## config.mk

```make
export PLATFORM = sky130hd
export DESIGN_NAME = multicycle_ctrl
export DESIGN_NICKNAME = d
export VERILOG_FILES = /design/src/rtl/multicycle_ctrl.sv
export SDC_FILE = /design/constraint.sdc
export NUM_CORES = 1
export LEC_CHECK = 0
export CORE_AREA = 2 2 52 54
export CTS_CLUSTER_DIAMETER = 50
export DETAILED_ROUTE_END_ITERATION = 6
export DIE_AREA = 0 0 54 56
export PLACE_DENSITY = 0.73
export RECOVER_POWER = 50
export SETUP_SLACK_MARGIN = 0.05
export SYNTH_ARGS = -nofsm -noshare
export SYNTH_HDL_FRONTEND = slang
export SYNTH_SLANG_ARGS = --single-unit
```

## constraint.sdc

```tcl
create_clock -name clock -period 1.4 [get_ports clock]
set_input_delay 0.28 -clock clock [delete_from_list [all_inputs] [get_ports clock]]
set_output_delay 0.28 -clock clock [all_outputs]
set_load 0.02 [all_outputs]
```

## src/rtl/multicycle_ctrl.sv

```systemverilog
// Multicycle MIPS control sequencer: decodes opcode/funct and drives per-state datapath controls.
// Optional MCYCLE_PERF_EN adds instr_count/cycle_count performance counters.
module multicycle_ctrl #(
    parameter logic [5:0] OP_RTYPE = 6'd0,
    parameter logic [5:0] OP_LW    = 6'd35,
    parameter logic [5:0] OP_SW    = 6'd43,
    parameter logic [5:0] OP_BEQ   = 6'd4,
    parameter logic [5:0] OP_ADDI  = 6'd8,
    parameter logic [5:0] OP_ORI   = 6'd13,
    parameter logic [5:0] OP_J     = 6'd2,
    parameter logic [5:0] OP_JAL   = 6'd3
) (
    input  logic        clock,
    input  logic        reset_n,
    input  logic [5:0]  opcode,
    input  logic [5:0]  funct,
    input  logic        mem_ready,
    input  logic        zero,
    output logic        PCWrite,
    output logic        PCWriteCond,
    output logic        IorD,
    output logic        MemRead,
    output logic        MemWrite,
    output logic        IRWrite,
    output logic [1:0]  RegDst,
    output logic [1:0]  MemtoReg,
    output logic        RegWrite,
    output logic        ALUSrcA,
    output logic [1:0]  ALUSrcB,
    output logic [2:0]  ALUOp,
    output logic        ZeroExt,
    output logic [1:0]  PCSource,
    output logic        illegal,
`ifdef MCYCLE_PERF_EN
    output logic [31:0] instr_count,
    output logic [31:0] cycle_count,
`endif
    output logic [3:0]  state
);

    localparam logic [5:0] FN_SLL = 6'd0;
    localparam logic [5:0] FN_JR  = 6'd8;

    typedef enum logic [3:0] {
        StFetch   = 4'd0,
        StDecode  = 4'd1,
        StMemAdr  = 4'd2,
        StMemRd   = 4'd3,
        StMemWb   = 4'd4,
        StMemWr   = 4'd5,
        StExec    = 4'd6,
        StRwb     = 4'd7,
        StBranch  = 4'd8,
        StIexec   = 4'd9,
        StIwb     = 4'd10,
        StJump    = 4'd11,
        StJal     = 4'd12,
        StJr      = 4'd13,
        StIllegal = 4'd14,
        StSpare   = 4'd15
    } state_e;

    state_e state_q, state_d;
    logic   illegal_q;
    logic   zext_q;

    logic pc_write, pc_write_cond, mem_read, mem_write, ir_write, reg_write;

    // zero is consumed by the datapath's conditional PC-write gating, not here.
    logic unused_zero;
    assign unused_zero = zero;

    always_ff @(posedge clock or negedge reset_n) begin
        if (!reset_n) begin
            state_q   <= StFetch;
            illegal_q <= 1'b0;
            zext_q    <= 1'b0;
        end else begin
            state_q <= state_d;
            if (state_d == StIllegal) begin
                illegal_q <= 1'b1;
            end
            if (state_q == StIexec) begin
                zext_q <= (opcode == OP_ORI);
            end
        end
    end

    always_comb begin
        state_d       = state_q;
        pc_write      = 1'b0;
        pc_write_cond = 1'b0;
        mem_read      = 1'b0;
        mem_write     = 1'b0;
        ir_write      = 1'b0;
        reg_write     = 1'b0;
        IorD          = 1'b0;
        RegDst        = 2'd0;
        MemtoReg      = 2'd0;
        ALUSrcA       = 1'b0;
        ALUSrcB       = 2'd0;
        ALUOp         = 3'd0;
        ZeroExt       = 1'b0;
        PCSource      = 2'd0;
        case (state_q)
            StFetch: begin
                mem_read = 1'b1;
                ALUSrcB  = 2'd1;
                ir_write = mem_ready;
                pc_write = mem_ready;
                if (mem_ready) state_d = StDecode;
            end
            StDecode: begin
                ALUSrcB = 2'd3;
                case (opcode)
                    OP_LW, OP_SW:    state_d = StMemAdr;
                    OP_RTYPE:        state_d = (funct == FN_JR) ? StJr : StExec;
                    OP_BEQ:          state_d = StBranch;
                    OP_ADDI, OP_ORI: state_d = StIexec;
                    OP_J:            state_d = StJump;
                    OP_JAL:          state_d = StJal;
                    default:         state_d = StIllegal;
                endcase
            end
            StMemAdr: begin
                ALUSrcA = 1'b1;
                ALUSrcB = 2'd2;
                state_d = (opcode == OP_LW) ? StMemRd : StMemWr;
            end
            StMemRd: begin
                mem_read = 1'b1;
                IorD     = 1'b1;
                if (mem_ready) state_d = StMemWb;
            end
            StMemWb: begin
                MemtoReg  = 2'd1;
                reg_write = 1'b1;
                state_d   = StFetch;
            end
            StMemWr: begin
                IorD      = 1'b1;
                mem_write = mem_ready;
                if (mem_ready) state_d = StFetch;
            end
            StExec: begin
                ALUSrcA = 1'b1;
                ALUOp   = (funct == FN_SLL) ? 3'd4 : 3'd2;
                state_d = StRwb;
            end
            StRwb: begin
                RegDst    = 2'd1;
                reg_write = 1'b1;
                state_d   = StFetch;
            end
            StBranch: begin
                ALUSrcA       = 1'b1;
                ALUOp         = 3'd1;
                pc_write_cond = 1'b1;
                PCSource      = 2'd1;
                state_d       = StFetch;
            end
            StIexec: begin
                ALUSrcA = 1'b1;
                ALUSrcB = 2'd2;
                ALUOp   = (opcode == OP_ORI) ? 3'd3 : 3'd0;
                ZeroExt = (opcode == OP_ORI);
                state_d = StIwb;
            end
            StIwb: begin
                reg_write = 1'b1;
                ZeroExt   = zext_q;
                state_d   = StFetch;
            end
            StJump: begin
                PCSource = 2'd2;
                pc_write = 1'b1;
                state_d  = StFetch;
            end
            StJal: begin
                RegDst    = 2'd2;
                MemtoReg  = 2'd2;
                reg_write = 1'b1;
                PCSource  = 2'd2;
                pc_write  = 1'b1;
                state_d   = StFetch;
            end
            StJr: begin
                PCSource = 2'd3;
                pc_write = 1'b1;
                state_d  = StFetch;
            end
            StIllegal: state_d = StIllegal;
            default:   state_d = StFetch;
        endcase
    end

    // Enables are gated with reset_n so nothing pulses while reset is low.
    assign PCWrite     = pc_write & reset_n;
    assign PCWriteCond = pc_write_cond & reset_n;
    assign MemRead     = mem_read & reset_n;
    assign MemWrite    = mem_write & reset_n;
    assign IRWrite     = ir_write & reset_n;
    assign RegWrite    = reg_write & reset_n;
    assign illegal     = illegal_q;
    assign state       = state_q;

`ifdef MCYCLE_PERF_EN
    logic [31:0] instr_count_q, cycle_count_q;

    always_ff @(posedge clock or negedge reset_n) begin
        if (!reset_n) begin
            instr_count_q <= 32'd0;
            cycle_count_q <= 32'd0;
        end else begin
            if (state_q != StFetch && state_q != StSpare && state_d == StFetch) begin
                instr_count_q <= instr_count_q + 32'd1;
            end
            if (state_q != StIllegal) begin
                cycle_count_q <= cycle_count_q + 32'd1;
            end
        end
    end

    assign instr_count = instr_count_q;
    assign cycle_count = cycle_count_q;
`endif

endmodule

```

==> metrics.txt <==
outcome complete, but fails checks; failing checks negative setup slack; area grow syn2layout 169.0%; clock skew 0.01296 ns; Data required, critical path 1.12 ns; R2R Path End state[3]; final setup fails 28; Layout Nets 245; most frequent cells in the layout buf_4, buf_6, nor2_1; register area share after synthesis 17.49%; Slowest cell on crit path dfrtp_2; worst path buffer plus inverter count 2; DRT iter0 DRCs around 130; reg-to-reg critical path startpoint state[2]; gr usage total 31.53%; layout cells sized above 1 74.56%; Initial Util 35.29%; Mean Syn Cell Area 7.213 um2; commonest non-fill, non-tap cell in the layout buf_4; CP arrival about 1.7 ns; largest net degree at the start of global routing 10; kind of critical path flop to output port; most used routing layer in global routing met2; Seq pwr share 8.4%; DRT Wirelength 6398 um; Worst VDD drop 1.908 mV; combinational share of power 87.2%; clock power share 4.4%; crit end category output port; Num CTS Buffers 3; startpoint type of the worst setup path flop; sw frac 46.88%; Final WS setup -0.5468 ns; #FFs+latches synth 6; final hold violations 0; I/O pin count 41; FFs w/ async S/R, synth 100.0%; critical-path maximum fanout 6; Placer Congestion 0.8257; GR met3 Demand/Resource 5.376%; vias in the first global route 1435; flop-to-flop setup slack -0.47 ns; most frequent CP cell buf_6; Port Buf Inserts 39; fin crit share 139.1%; Die Span X between 50 and 60 um; hold crit path type flop to flop; Cell variety after synth 47; post-place setup slack -0.9959 ns; # diodes 0; clock sink total 6; CTS H-tree lvls 1; via/cell ratio 6.450; GR Overflow Total 0; Post-Syn Area around 860 um2; post-synthesis net count ~140; Min-Delay Path Depth 1; Main synth FF type dfrtp_1; power per cell area 2022 nW/um2; Worst Hold End illegal; Worst path top cell family by delay flip-flops; CTS root buffer clkbuf_4; Register-to-Register Path Depth 7; DRC viols 0; cell row count 18; Final min period 1.947 ns; DR vias 1664; Die ar. approximately 3000 um2; RSZ-0062 raised after global routing yes; Pins Over Slew Limit 0; Longest Clk Path Bufs 2; Mapped Cells between 100 and 150; initial antenna violation count 0; post-route antenna net violation count 0; Final Power 4.668 mW; wire length per cell about 25 um; CTS tree done; Critical Path Max Stage Delay 0.48 ns; HPWL after detailed placement 2587 um; Clock transition at path regs 0.06 ns; hold path startpoint illegal; internal power 2.480 mW; M1 GR Usage between 30% and 40%; router iterations before antenna repair 5; Clock Latency Late Sink between 0.2 and 0.3 ns; Worst-Margin Slew 0.4323 ns; Die Height 56 um; Max-slew headroom ~70%; EDFF count, synth 0; GRT met2 Usage 54.53%; Core ar. about 2400 um2; Max Cap Violations 0; worst path cell trace buf_6 > mux2_4 > nor2_4 > a21o_1 > buf_6; YS warnings 0; fill count 57; P_sw 2.188 mW; global-route wire length before repair 6962 um; Leak about 1.0 nW; fmax 513.7 MHz
[worst max path at each step]
| stage | startpoint | depth (start not counted) | slack (ns) | to |
|---|---|---|---|---|
| floorplan | state[2] | 5 | -0.30 | PCWrite |
| global placement | opcode[3] | 6 | -0.95 | ALUOp[0] |
| detailed placement | opcode[3] | 6 | -1.0 | ALUOp[0] |
| CTS | state[1] | 5 | -0.38 | PCWrite |
| global route | state[3] | 5 | -0.65 | PCWrite |
| finish | state[1] | 5 | -0.55 | PCWrite |
[routing by layer]
metal / wire length, um / up-vias
met5: 0 / -
met4: 543 / 0
met3: 691 / 53
met2: 3152 / 197
met1: 2011 / 757
li1: - / 657
[flip-flops by register name (all words and copies together), names as in the netlist]
register,flops
zext_q,1
state,4
illegal,1
[cell usage after synthesis (all sizes together) (2+ instances only)]
cell type / n / area (um2)
nor2: 16 / 60.06
buf: 11 / 77.56
nand2: 8 / 30.03
dfrtp: 6 / 150.1
nor2b: 6 / 37.54
nor3: 6 / 30.03
a21oi: 5 / 25.02
o21ai: 5 / 25.02
inv: 4 / 15.01
nand3: 4 / 20.02
nor4: 4 / 31.28
a21o: 3 / 22.52
and3: 3 / 18.77
clkbuf: 3 / 11.26
a222oi: 2 / 20.02
and3b: 2 / 17.52
mux2: 2 / 22.52
nand2b: 2 / 20.02
nor3b: 2 / 15.01
o211ai: 2 / 20.02
o311ai: 2 / 17.52
o31ai: 2 / 15.01
or4: 2 / 18.77
xor2: 2 / 17.52
[logic make-up (layout without fill, tap and decap cells)]
kind of cell	after synthesis	count (layout)	share of synthesized area [%]
XOR/XNOR	3	3	3.062
buffers and inverters	18	127	12.10
multiplexers	2	2	2.624
AO/OA/AOI/OAI	30	30	25.37
AND/OR/NAND/NOR	60	60	39.36
flip-flops	6	6	17.49
[final cells by class]
class	instances	area, um2	area share, %
well taps	30	37.54	1.626
clock buffers	4	26.28	1.138
inverters	4	17.52	0.7588
repair buffers	119	1101	47.70
flip-flops and latches	6	153.9	6.667
multi-input cells	95	972.2	42.11
[what timing repair did]
action                     in CTS  in global routing
gates resized for setup       186                 45
setup endpoints to repair      31                 30
buffers inserted               16                 13
pin swaps                      13                 20
hold buffers                    0                  0
[power by group through the flow]
stage,logic (mW),registers [mW],clock network [mW]
floorplan,1.46,0.408,0
global placement,2.56,0.338,0
detailed placement,2.62,0.338,0
CTS,3.25,0.358,0.180
global route,4.21,0.399,0.204
finish,4.07,0.392,0.206
[worst register-to-register path: cells and delay by family (launching register included)]
| kind | cells | cell delay [ns] |
|---|---|---|
| buffers and inverters | 4 | 0.57 |
| flip-flops | 1 | 0.46 |
| AO/OA/AOI/OAI | 2 | 0.49 |
| AND/OR/NAND/NOR | 1 | 0.20 |
[through the flow]
stage          utilization, %  hold slack, ns  TNS [ns]  area, um2  cells
6_report                94.91          0.5097    -9.994       2308    258
2_1_floorplan               -        -0.01559    -2.553       1112    119
3_3_place_gp            73.82          0.4535    -14.82       1795    227
3_5_place_dp            73.82          0.4583    -15.50       1795    227
5_1_grt                 94.91          0.5250    -10.86       2308    258
4_1_cts                 85.91          0.4655    -6.694       2090    246
No activity file was read; power rests on OpenSTA's default activity.
